## src/rtl/fetch_pkg.sv

```systemverilog
// Shared definitions for the instruction fetch unit: FSM encodings,
// buffer entry layout, NOP word and base opcode constants.
package fetch_pkg;

  // Legacy state encodings, kept so existing waveforms/decoders still match
  localparam logic [1:0] ST_IDLE  = 2'd0;
  localparam logic [1:0] ST_REQ   = 2'd1;
  localparam logic [1:0] ST_WAIT  = 2'd2;
  localparam logic [1:0] ST_FLUSH = 2'd3;

  typedef enum logic [1:0] {
    IDLE  = ST_IDLE,
    REQ   = ST_REQ,
    WAIT  = ST_WAIT,
    FLUSH = ST_FLUSH
  } fetchState_e;

  localparam logic [31:0] NOP = 32'h0000_0013;

  localparam logic [6:0] OP_LW  = 7'b0000011;
  localparam logic [6:0] OP_SW  = 7'b0100011;
  localparam logic [6:0] OP_R   = 7'b0110011;
  localparam logic [6:0] OP_BEQ = 7'b1100011;

  typedef struct packed {
    logic [31:0] instr;
    logic [31:0] pc;
  } fetchEntry_t;

  function automatic logic [31:0] alignPc(input logic [31:0] addr);
    return {addr[31:2], 2'b00};
  endfunction

endpackage

```

## src/rtl/fetch_buffer.sv

```systemverilog
// Synchronous instruction buffer FIFO with single-cycle flush and
// occupancy count. Head entry is presented combinationally.
module fetch_buffer
  import fetch_pkg::*;
#(
  parameter int unsigned DEPTH = 2
) (
  input  logic                     clk,
  input  logic                     rst_n,
  input  logic                     flush,
  input  logic                     push,
  input  fetchEntry_t              pushEntry,
  input  logic                     pop,
  output fetchEntry_t              headEntry,
  output logic                     empty,
  output logic [$clog2(DEPTH):0]   count
);

  localparam int unsigned AW = $clog2(DEPTH);
  localparam int unsigned CW = AW + 1;
  localparam logic [CW-1:0] FULL_C = CW'(DEPTH);

  fetchEntry_t       store [DEPTH];
  logic [AW-1:0]     wrPtr;
  logic [AW-1:0]     rdPtr;
  logic [CW-1:0]     cnt;
  logic              full;
  logic              doPush;
  logic              doPop;

  assign full      = (cnt == FULL_C);
  assign empty     = (cnt == '0);
  assign count     = cnt;
  assign headEntry = store[rdPtr];

  // A pop frees the slot in the same edge, so a full buffer may still accept a push alongside it
  always_comb begin
    doPop  = pop && !empty && !flush;
    doPush = push && !flush && (!full || doPop);
  end

  // Pointer and occupancy bookkeeping; flush empties the buffer in one edge
  always_ff @(posedge clk) begin
    if (!rst_n || flush) begin
      wrPtr <= '0;
      rdPtr <= '0;
      cnt   <= '0;
    end else begin
      if (doPush) wrPtr <= wrPtr + AW'(1);
      if (doPop)  rdPtr <= rdPtr + AW'(1);
      case ({doPush, doPop})
        2'b10:   cnt <= cnt + CW'(1);
        2'b01:   cnt <= cnt - CW'(1);
        default: cnt <= cnt;
      endcase
    end
  end

  // Entry storage; contents need no reset since occupancy gates visibility
  always_ff @(posedge clk) begin
    if (doPush) store[wrPtr] <= pushEntry;
  end

endmodule

```

## src/rtl/fetch_unit.sv

```systemverilog
// Instruction fetch unit: issues one outstanding word fetch at a time,
// buffers returned instructions for decode and handles PC redirects.
// Optional performance counters are built when FETCH_PERF_EN is defined.
module fetch_unit
  import fetch_pkg::*;
#(
  parameter logic [31:0] RESET_PC  = 32'h0000_0000,
  parameter int unsigned BUF_DEPTH = 2
) (
  input  logic        clk,
  input  logic        rst_n,
  output logic        imem_req,
  output logic [31:0] imem_addr,
  input  logic        imem_gnt,
  input  logic        imem_rvalid,
  input  logic [31:0] imem_rdata,
  input  logic        pcSrc,
  input  logic [31:0] pcTarget,
  output logic        dec_valid,
  input  logic        dec_ready,
  output logic [31:0] dec_instr,
  output logic [31:0] dec_pc,
  output logic [6:0]  op,
  output logic [2:0]  funct3,
  output logic        funct7
`ifdef FETCH_PERF_EN
  ,
  output logic [31:0] perf_fetch_cnt,
  output logic [15:0] perf_flush_cnt
`endif
);

  localparam int unsigned CW = $clog2(BUF_DEPTH) + 1;
  localparam logic [CW-1:0] DEPTH_C = CW'(BUF_DEPTH);
  localparam logic [31:0] START_PC = alignPc(RESET_PC);

  fetchState_e   state;
  fetchState_e   nextState;
  logic [31:0]   fetchPc;
  logic [31:0]   reqPc;
  logic [31:0]   lastInstr;
  logic [31:0]   lastPc;
  logic          staleRsp;
  logic          grant;
  logic          bufPush;
  logic          bufPop;
  logic          bufEmpty;
  logic [CW-1:0] bufCount;
  fetchEntry_t   headEntry;
  fetchEntry_t   pushEntry;
  logic          unusedPcBits;

  assign unusedPcBits = ^pcTarget[1:0];

  // In REQ nothing is outstanding, so occupancy alone decides whether a fetch fits
  assign imem_req  = rst_n && (state == REQ) && (bufCount < DEPTH_C);
  assign imem_addr = fetchPc;
  assign grant     = imem_req && imem_gnt;

  // Redirect kills both a same-cycle response and a same-cycle consume
  assign bufPush   = (state == WAIT) && imem_rvalid && !pcSrc;
  assign bufPop    = !bufEmpty && dec_ready && !pcSrc;
  assign pushEntry = '{instr: imem_rdata, pc: reqPc};

  fetch_buffer #(
    .DEPTH(BUF_DEPTH)
  ) uBuf (
    .clk      (clk),
    .rst_n    (rst_n),
    .flush    (pcSrc),
    .push     (bufPush),
    .pushEntry(pushEntry),
    .pop      (bufPop),
    .headEntry(headEntry),
    .empty    (bufEmpty),
    .count    (bufCount)
  );

  assign dec_valid = !bufEmpty;
  assign dec_instr = bufEmpty ? lastInstr : headEntry.instr;
  assign dec_pc    = bufEmpty ? lastPc    : headEntry.pc;
  assign op        = dec_instr[6:0];
  assign funct3    = dec_instr[14:12];
  assign funct7    = dec_instr[30];

  // Next-state: a redirect while a response is owed parks in FLUSH to swallow it
  always_comb begin
    nextState = state;
    case (state)
      IDLE:  nextState = (staleRsp && !imem_rvalid) ? FLUSH : REQ;
      REQ:   if (grant) nextState = pcSrc ? FLUSH : WAIT;
      WAIT: begin
        if (pcSrc)            nextState = imem_rvalid ? REQ : FLUSH;
        else if (imem_rvalid) nextState = REQ;
      end
      FLUSH: if (imem_rvalid) nextState = REQ;
      default: nextState = IDLE;
    endcase
  end

  // State, fetch PC and last-seen head; staleRsp survives reset so a response
  // owed from before reset is discarded once fetching restarts
  always_ff @(posedge clk) begin
    if (!rst_n) begin
      state     <= IDLE;
      fetchPc   <= START_PC;
      reqPc     <= START_PC;
      lastInstr <= NOP;
      lastPc    <= START_PC;
      staleRsp  <= (staleRsp || state == WAIT || state == FLUSH) && !imem_rvalid;
    end else begin
      state    <= nextState;
      staleRsp <= 1'b0;
      if (pcSrc)      fetchPc <= alignPc(pcTarget);
      else if (grant) fetchPc <= fetchPc + 32'd4;
      if (grant) reqPc <= fetchPc;
      if (!bufEmpty) begin
        lastInstr <= headEntry.instr;
        lastPc    <= headEntry.pc;
      end
    end
  end

`ifdef FETCH_PERF_EN
  // Saturating counts of consumed instructions and redirects
  always_ff @(posedge clk) begin
    if (!rst_n) begin
      perf_fetch_cnt <= '0;
      perf_flush_cnt <= '0;
    end else begin
      if (bufPop && perf_fetch_cnt != '1) perf_fetch_cnt <= perf_fetch_cnt + 32'd1;
      if (pcSrc && perf_flush_cnt != '1)  perf_flush_cnt <= perf_flush_cnt + 16'd1;
    end
  end
`endif

endmodule

```

## config.mk

```make
export PLATFORM = sky130hd
export DESIGN_NAME = fetch_unit
export DESIGN_NICKNAME = d
export VERILOG_FILES = /design/src/rtl/fetch_pkg.sv /design/src/rtl/fetch_buffer.sv /design/src/rtl/fetch_unit.sv
export SDC_FILE = /design/constraint.sdc
export NUM_CORES = 1
export LEC_CHECK = 0
export CORE_ASPECT_RATIO = 0.5
export CORE_UTILIZATION = 40
export DETAILED_ROUTE_END_ITERATION = 8
export GPL_TIMING_DRIVEN = 0
export PLACE_DENSITY = 0.73
export SLEW_MARGIN = 20
export SYNTH_ARGS = -nofsm -noshare
export SYNTH_HDL_FRONTEND = slang
export SYNTH_SLANG_ARGS = --single-unit
```

## constraint.sdc

```tcl
create_clock -name clk -period 8.7 [get_ports clk]
set_input_delay 1.74 -clock clk [delete_from_list [all_inputs] [get_ports clk]]
set_output_delay 1.74 -clock clk [all_outputs]
set_load 0.005 [all_outputs]
```

=== Yosys cells after proc, flatten, opt, wreduce, memory -nomap -nowiden ===
Memory sizes are Yosys's and may differ from the RTL's. A register that Yosys moved wholly into a read port is not among the register bits.
Index checks and enable logic that the tools add are counted.

* Eq/ne operators: 7
* Muxes and demuxes: 16
* $add $sub $neg: 5
* $lt $le $gt $ge: 1
* Reduce and logical (&&, ||, !) cells: 27
* Bitwise logic cells: 1

{| class="wikitable"
|+ Operators by type and width
! cell !! count
|-
| 32-bit two-way mux || 4
|-
| 32-bit by 3-bit adder with 32-bit output, second input constant || 1
|-
| 1-bit logical AND || 13
|-
| 2-bit two-way mux || 5
|-
| 2-bit == test, second input constant || 4
|-
| 2-bit one-hot mux with 4 select lines || 1
|-
| 1-bit logical NOT || 5
|-
| 1-bit two-way mux || 5
|-
| 2-bit by 1-bit == test with 1-bit output, second input constant || 2
|-
| 2-bit logical NOT || 2
|-
| 1-bit logical OR || 4
|-
| 2-bit one-hot mux with 2 select lines || 1
|-
| 2-bit nonzero test || 2
|-
| 1-bit adder, second input constant || 2
|-
| 2-bit by 1-bit adder with 2-bit output, second input constant || 1
|-
| 2-bit less-than comparator, second input constant || 1
|-
| 2-bit inequality test, second input constant || 1
|-
| 2-bit OR reduction || 1
|-
| 2-bit by 1-bit subtractor with 2-bit output, second input constant || 1
|-
| 1-bit NOT || 1
|}

* Memory bits (writable): 128
* Input bits: 70
* Flip-flop bits (word level): 135
* Output and inout bits: 109
* Memories: 1
* Word-level logic and storage cells: 68

{| class="wikitable"
|+ Memories
! name !! words !! width !! rd ports !! clocked after memory_dff !! wr ports !! line !! RTL
|-
| uBuf.store || 2 || 64 || 1 || 1 || 1 || fetch_buffer.sv:23 || <nowiki>fetchEntry_t store [DEPTH];</nowiki>
|}

=== Longest topological paths before layout ===
* Depth in word-level cells: 10
* Gate-level depth with buffers: 10
* Depth with buffers taken out: 8

=== By module ===
A second synthesis with hierarchy kept.

* Cell total of the unflattened synthesis: 807
* Area total of the unflattened synthesis: 10,387.5 µm²

{| class="wikitable"
|+ Modules (own cells, without submodules)
! module !! instances !! cells an instance !! area each (µm²) !! seq. area each (µm²)
|-
| fetch_unit || 1 || 579 || 5,497.8 || 2,542.4
|-
| fetch_buffer || 1 || 228 || 4,889.7 || 3,943.8
|}

=== Least setup slack after synthesis ===
OpenSTA, ideal clock, no wires.

* Path type: input-to-reg
* From: input port imem_rvalid
* To: memory uBuf.store[0][10] in the netlist's numbering, enable pin
* Setup time: 482 ps
* Arrival: 4,982 ps
* Buffers on the path: 0
* Slack: 3,236 ps
* Stages on the path: 4
* Data required time: 8,218 ps
* Cells stage by stage: nor4bb_1 > a21boi_0 > inv_1 > nor2_1

* Word-level cells in the longest chain between the ends: 6

{| class="wikitable"
|+ RTL lines
! item !! line !! RTL
|-
| start, declared || fetch_unit.sv:15 || <nowiki>input logic imem_rvalid,</nowiki>
|-
| 1-bit logical AND (2 in series) || fetch_unit.sv:61 || <nowiki>assign bufPush = (state == WAIT) && imem_rvalid && !pcSrc;</nowiki>
|-
| 1-bit logical AND (2 in series) || fetch_buffer.sv:39 || <nowiki>doPush = push && !flush && (!full || doPop);</nowiki>
|-
| 1-bit two-way mux || fetch_buffer.sv:61 || <nowiki>if (doPush) store[wrPtr] <= pushEntry;</nowiki>
|-
| 1-bit two-way mux (not written as such) || fetch_buffer.sv:61 ||
|-
| end, declared || fetch_buffer.sv:23 ||
|}

No other way between the ends.

=== Final worst setup path ===
* From: register uBuf.cnt[1] (netlist: uBuf.count[1])
* To: output port dec_instr[30]

* Word-level cells in the longest chain between the ends: 2

{| class="wikitable"
|+ RTL lines
! item !! line !! RTL
|-
| start, declared || fetch_buffer.sv:26 || <nowiki>logic [CW-1:0] cnt;</nowiki>
|-
| start signal, assigned || fetch_buffer.sv:52 || <nowiki>2'b10: cnt <= cnt + CW'(1);</nowiki>
|-
| start signal, assigned || fetch_buffer.sv:53 || <nowiki>2'b01: cnt <= cnt - CW'(1);</nowiki>
|-
| start signal, assigned || fetch_buffer.sv:54 || <nowiki>default: cnt <= cnt;</nowiki>
|-
| 2-bit logical NOT || fetch_buffer.sv:32 || <nowiki>assign empty = (cnt == '0);</nowiki>
|-
| 32-bit two-way mux || n/a ||
|-
| end, declared || fetch_unit.sv:21 || <nowiki>output logic [31:0] dec_instr,</nowiki>
|}

No other way between the ends.

==> flow_metrics.env <==
export IMPL_run_status="finished, final reports clean"
export IMPL_critPathKind="register to output port"
export IMPL_first_pass_iters=6
export IMPL_insertion_delay_ns=0.52
export IMPL_fin_skew_ns=0.0102
export IMPL_grt_max_degree=41
export IMPL_worstMarginPinSlew_ns=1.11
export IMPL_start_util=0.411
export IMPL_final_setup_tns_ns=0
export IMPL_critPathLaunchType="register"
export IMPL_dieArea_mm2=0.0256
export IMPL_min_path_type="register to register"
export IMPL_cts_resized=0
export IMPL_cts_htree_levels=1
export IMPL_crit_slowest_cell="clkbuf_1"
export IMPL_grt_total_usage=0.197
export IMPL_cts_tree="done"
export IMPL_area_delta_synth_final_pct=30.6
export IMPL_via_per_inst=5.15
export IMPL_synth_most_common_cell="nand2_1"
export IMPL_ir_worst_vdd_mv=0.128
export IMPL_coreArea_mm2=0.0242
export IMPL_dp_cells=1394
export IMPL_synth_area_leaders="edfxtp_1 37%, dfxtp_1 27%, mux2i_1 6.2%, nand2_1 5.1%, o21ai_0 4.6%"
export IMPL_io_pins=179
export IMPL_drt_wl_total_um=25000
export IMPL_slew_headroom=0.255
export IMPL_cts_hold_fix_buffers=0
export IMPL_fmax_mhz=198
export IMPL_netlist_top_cells_count="134 x nand2_1, 132 x dfxtp_1, 124 x edfxtp_1"
export IMPL_hpwl_um=17700
export IMPL_routed_via_count=7405
export IMPL_final_max_slew_viol_count=0
export IMPL_ys_warn_count=0
export IMPL_synth_top_area_frac=0.374
export IMPL_ys_seq_area_frac=0.640
export IMPL_die_h_um=114
export IMPL_antenna_cells=0
export IMPL_layoutNonFillerInstCount=1438
export IMPL_async_flop_share=0
export IMPL_clk_pin_slew_worst_paths_ns=0.07
export IMPL_timing_final_ws_setup_ns=3.65
export IMPL_remaining_drc_errors=0
export IMPL_critPathArrivalTime_ns=3.31
export IMPL_tritoncts_num_buffers=24
export IMPL_end_kind="output port"
export IMPL_synth_edf_count=124
export IMPL_die_w_um=225
export IMPL_filler_cell_count=2138
export IMPL_grt_setup_unrepaired="no"
export IMPL_cp_cell_sequence="nor2_1, clkbuf_1, clkbuf_1, clkbuf_1, nand2_1, o21ai_0, buf_4, clkdlybuf4s50_1"
export IMPL_fin_nets=1156
export IMPL_grt_antenna_before_repair=0
export IMPL_clk_path_buf_depth=3
export IMPL_postSynthCellCount=881
export IMPL_ys_types=49
export IMPL_drtIter0Drc=523
export IMPL_hold_viol=0
export IMPL_period_needed_ns=5.05
export IMPL_wire_per_inst_um=17.4
export IMPL_pre_cts_slack_ns=3.69
export IMPL_report_final_setup_viol=0
export IMPL_root_buffer="clkbuf_16"
export IMPL_grt_pass1_wl_um=39500
export IMPL_cp_common_cell="clkbuf_1"
export IMPL_rows=40
export IMPL_place_congestion=0.856
export IMPL_grt_pass1_vias=7394
export IMPL_power_leakage_nw=4.34
export IMPL_cts_setup_buffers=0
export IMPL_clock_sinks=256
export IMPL_yosysTopAreaCell="edfxtp_1"
export IMPL_layout_drive_gt1_share=0.0608
export IMPL_synth_seq_cells=256
export IMPL_finalCritPeriodShare=0.581
export IMPL_max_stage_delay_ns=0.51
export IMPL_cp_data_required_time_ns=6.96
export IMPL_cp_top_family="buffers and inverters"
export IMPL_antenna_left=0
export IMPL_synthFlopType="dfxtp_1"
export IMPL_drv_cap=0
export IMPL_grt_overflow=0
export IMPL_p_per_area_mw_per_mm2=193
export IMPL_crit_path_max_fanout=10
export IMPL_syn_mean_instance_area_um2=11.3
export IMPL_portBuffers=173
export IMPL_cp_buffers_inverters=5
export IMPL_syn_area_mm2=0.00995
[state kept, by name (all words and copies together) (netlist names), named ones only]
| signal | cells |
|---|---|
| uBuf.count | 2 |
| reqPc | 30 |
| lastInstr | 32 |
| staleRsp | 1 |
| state | 2 |
| imem_addr | 30 |
| uBuf.rdPtr | 1 |
| lastPc | 32 |
| uBuf.store | 124 |
| uBuf.wrPtr | 1 |
[layout make-up]
type	count	area (um^2)	area share
repair buffers	176	1800	0.138
clock inverters	10	135	0.0104
plain buffers	67	307	0.0236
flip-flops and latches	256	6370	0.490
multi-input cells	551	3260	0.251
inverters	8	30.0	0.00231
well taps	336	420	0.0323
clock buffers	34	679	0.0523
[power breakdown]
part	switching, mW	internal (mW)
sequential	0.0218	1.27
combinational	0.0564	0.0643
clock	0.455	0.636
total	0.533	1.97
[through the flow]
step | instance area [um^2] | util | power (mW) | hold slack [ns]
final | 13000 | 0.537 | 2.51 | 0.450
after global routing | 13000 | 0.537 | 2.58 | 0.462
after CTS | 13000 | 0.537 | 2.52 | 0.453
after detailed placement | 12200 | 0.503 | 1.44 | 0.437
after global placement | 12100 | 0.500 | 1.44 | 0.433
after floorplan | 9950 | - | 1.36 | 0.425
[kinds of logic (layout without fill, tap and decap cells)]
logic type / count (synthesis) / count (layout) / synth area share
adders and majority gates: 2 / 2 / 0.00251
xor gates and xnor gates: 11 / 11 / 0.00968
DFF: 256 / 256 / 0.640
muxes: 63 / 63 / 0.0635
other: 1 / 2 / 0.000377
AOI/OAI and AO/OA: 164 / 164 / 0.0927
buffers and inverters: 75 / 295 / 0.0338
and+or+nand+nor: 309 / 309 / 0.158
[worst paths after layout]
path	from	endpoint	slack, ns	cells after the start
worst min-delay path	reqPc[21]	uBuf.store[0][21]	0.45	0
worst max-delay path	uBuf.count[1]	dec_instr[30]	3.65	8
worst max register to register	uBuf.count[1]	uBuf.count[1]	5.97	9
worst min register to register	reqPc[21]	uBuf.store[0][21]	0.45	0
[routing by layer]
metal	global-route usage	up-vias	routed length [um]
li1	-	3545	-
met1	0.251	3600	10800
met2	0.342	214	12300
met3	0.0355	46	1340
met4	0.0585	0	586
met5	0	-	0
[cell usage in the layout, fill, tap and decap left out, types with 5 or more instances in the layout]
cell type	Yosys	final
a211oi_1	5	5
a21oi_1	40	40
a311oi_1	8	8
a31oi_1	7	7
and2_1	67	66
and3_1	6	6
and4_1	11	11
buf_4	13	13
clkbuf_1	45	52
clkbuf_16	0	25
clkdlybuf4s50_1	0	173
dfxtp_1	132	132
edfxtp_1	124	124
inv_1	6	6
mux2i_1	62	62
nand2_1	134	134
nand3_1	15	15
nand4_1	11	11
nor2_1	17	16
nor2b_1	5	5
nor3_1	15	15
o21ai_0	91	91
or3_1	8	8
or4_1	5	5
xnor2_1	5	5
xor2_1	6	6
(Power assumes the default switching activity.)
==> RTL change: new RTL, config.mk and constraints unchanged <==
`BUF_DEPTH`: 2 -> 4.
--- a/src/rtl/fetch_unit.sv
+++ b/src/rtl/fetch_unit.sv
@@ -7,3 +7,3 @@
   parameter logic [31:0] RESET_PC  = 32'h0000_0000,
-  parameter int unsigned BUF_DEPTH = 2
+  parameter int unsigned BUF_DEPTH = 4
 ) (
Check against the original RTL: not equivalent (a bounded check fails within 10 cycles, from zero or initial values and one cycle with rst_n low).
==> RTL change against the original RTL <==
The flow now finishes with violations (design-rule violations). Worst setup slack better by 0.18 ns. Critical path depth shrank 2. Synthesized area increased by 49%. Sequential cell count is 128 higher. Wire length grew 33%. Design area grew 41%. Power up 42%. Sequential share of layout area rose by 6.4 points. Largest cell class unchanged.
==> RTL change: results (changes against the original RTL) <==
vias in the first global route 9064 (+23%); cells taking the most area after synthesis sky130_fd_sc_hd__edfxtp_1 50%, sky130_fd_sc_hd__dfxtp_1 18%, sky130_fd_sc_hd__mux4_2 9.4%, sky130_fd_sc_hd__mux2_2 4.7%, sky130_fd_sc_hd__and2_1 2.8%; hold path depth 1 (+1); ranking of synthesized cells by instance count 248 x sky130_fd_sc_hd__edfxtp_1, 136 x sky130_fd_sc_hd__dfxtp_1, 75 x sky130_fd_sc_hd__nand2_1; CTS H-Tree Depth 2 (+1); Post-synth top flop sky130_fd_sc_hd__edfxtp_1; capture instance of the worst register-to-register path uBuf.count[2]; Inserted Clock Buffers 36 (+50%); HPWL after DPL 22400 µm (+27%); Placed Instances 1606 (+15%); failing checks design-rule violations; number of standard cells after synthesis 943 (+7.0%); number of iterations in the first detailed-routing pass 9 (+3); DRC violations left 12 (+12); starting DRC count in detailed routing 614 (+17%); Area after DPL 17300 µm² (+42%); fraction of final layout cells sized beyond drive strength 1 19.2% (+13 points); largest registers ranked by flip-flop count uBuf.store (248), lastInstr (32), lastPc (32); mean number of vias per cell 5.14 (-0.22%); met3 routing resource usage after global routing 3.44% (-0.12 points); post-route clock skew 0.0195 ns (+0.00934 ns); GR Util All Layers 17.7% (-2.0 points); wire length of the first global-routing pass 51200 µm (+30%); Critical Path Sink op[4]; Routability Congestion 0.878 (+2.6%); Global Route met1 Usage 21.1% (-4.0 points); count of buffers from port buffering 174 (+0.58%); slew of the pin with the lowest slew margin 0.831 ns (-0.277 ns); Leak Pwr 6.11 nW (+41%); Fmax achieved 0.205 GHz (+3.7%); result of the run complete, but fails checks
## RTL change: cell count changes in the layout (fill, tap and decap cells not counted), sizes merged, moves of 8 or more
| cell | before | now |
|---|---|---|
| clkbuf | 80 | 89 |
| a21oi | 40 | 59 |
| nor4 | 3 | 14 |
| nand2 | 134 | 77 |
| mux2 | 1 | 62 |
| mux2i | 62 | 3 |
| mux4 | 0 | 62 |
| edfxtp | 124 | 248 |
| inv | 6 | 15 |
| xnor2 | 5 | 26 |
| o21ai | 91 | 26 |
| and4 | 11 | 3 |
| buf | 24 | 34 |
## RTL change: worst min path at each step
stage,from,endpoint,slack (ns)
after global routing,lastPc[0],lastPc[0],0.50
after detailed placement,lastPc[1],lastPc[1],0.48
after global placement,lastPc[1],lastPc[1],0.46
final,lastPc[1],lastPc[1],0.49
after CTS,lastPc[1],lastPc[1],0.49
after floorplan,lastPc[0],lastPc[0],0.44
## RTL change: worst max-delay path, stage by stage, from the launching register on
cell	delay, ns
sky130_fd_sc_hd__dfxtp_1	0.31
sky130_fd_sc_hd__clkbuf_1	0.39
sky130_fd_sc_hd__clkbuf_1	0.66
sky130_fd_sc_hd__mux4_2	0.40
sky130_fd_sc_hd__mux2_2	0.29
sky130_fd_sc_hd__buf_4	0.13
sky130_fd_sc_hd__clkdlybuf4s50_1	0.43
## RTL change: logic make-up (layout without fill, tap and decap cells)
| group | Yosys count | in the layout | share of synthesized area (%) |
|---|---|---|---|
| DFF | 384 | 384 | 68.6 |
| and+or+nand+nor | 224 | 224 | 8.63 |
| muxes | 127 | 127 | 14.3 |
| AOI/OAI and AO/OA | 90 | 90 | 3.23 |
| buffers and inverters | 78 | 321 | 2.60 |
| xor gates and xnor gates | 32 | 32 | 1.89 |
| adders and majority gates | 7 | 7 | 0.642 |
| other | 1 | 4 | 0.0253 |
## RTL change: layout make-up
class | count | area (µm²) | share of cell area [%]
repair buffers | 178 | 1850 | 10.1
flip-flops and latches | 384 | 10200 | 55.3
clock inverters | 11 | 80.1 | 0.436
diodes | 2 | 5.00 | 0.0272
inverters | 13 | 48.8 | 0.265
multi-input cells | 482 | 4270 | 23.3
clock buffers | 54 | 1010 | 5.49
plain buffers | 65 | 337 | 1.83
well taps | 484 | 606 | 3.29
## RTL change: routing by layer
| layer | share of wire [%] | vias to the layer above |
|---|---|---|
| li1 | - | 3937 |
| met1 | 40 | 4343 |
| met2 | 52 | 247 |
| met3 | 5.6 | 69 |
| met4 | 3.1 | 0 |
| met5 | 0 | - |
## RTL change: where the power goes
part / total [mW] / switching (mW) / internal (mW)
Combinational: 0.127 / 0.0592 / 0.0681
Clock: 1.47 / 0.640 / 0.835
Sequential: 1.97 / 0.0237 / 1.95
Total: 3.57 / 0.723 / 2.85
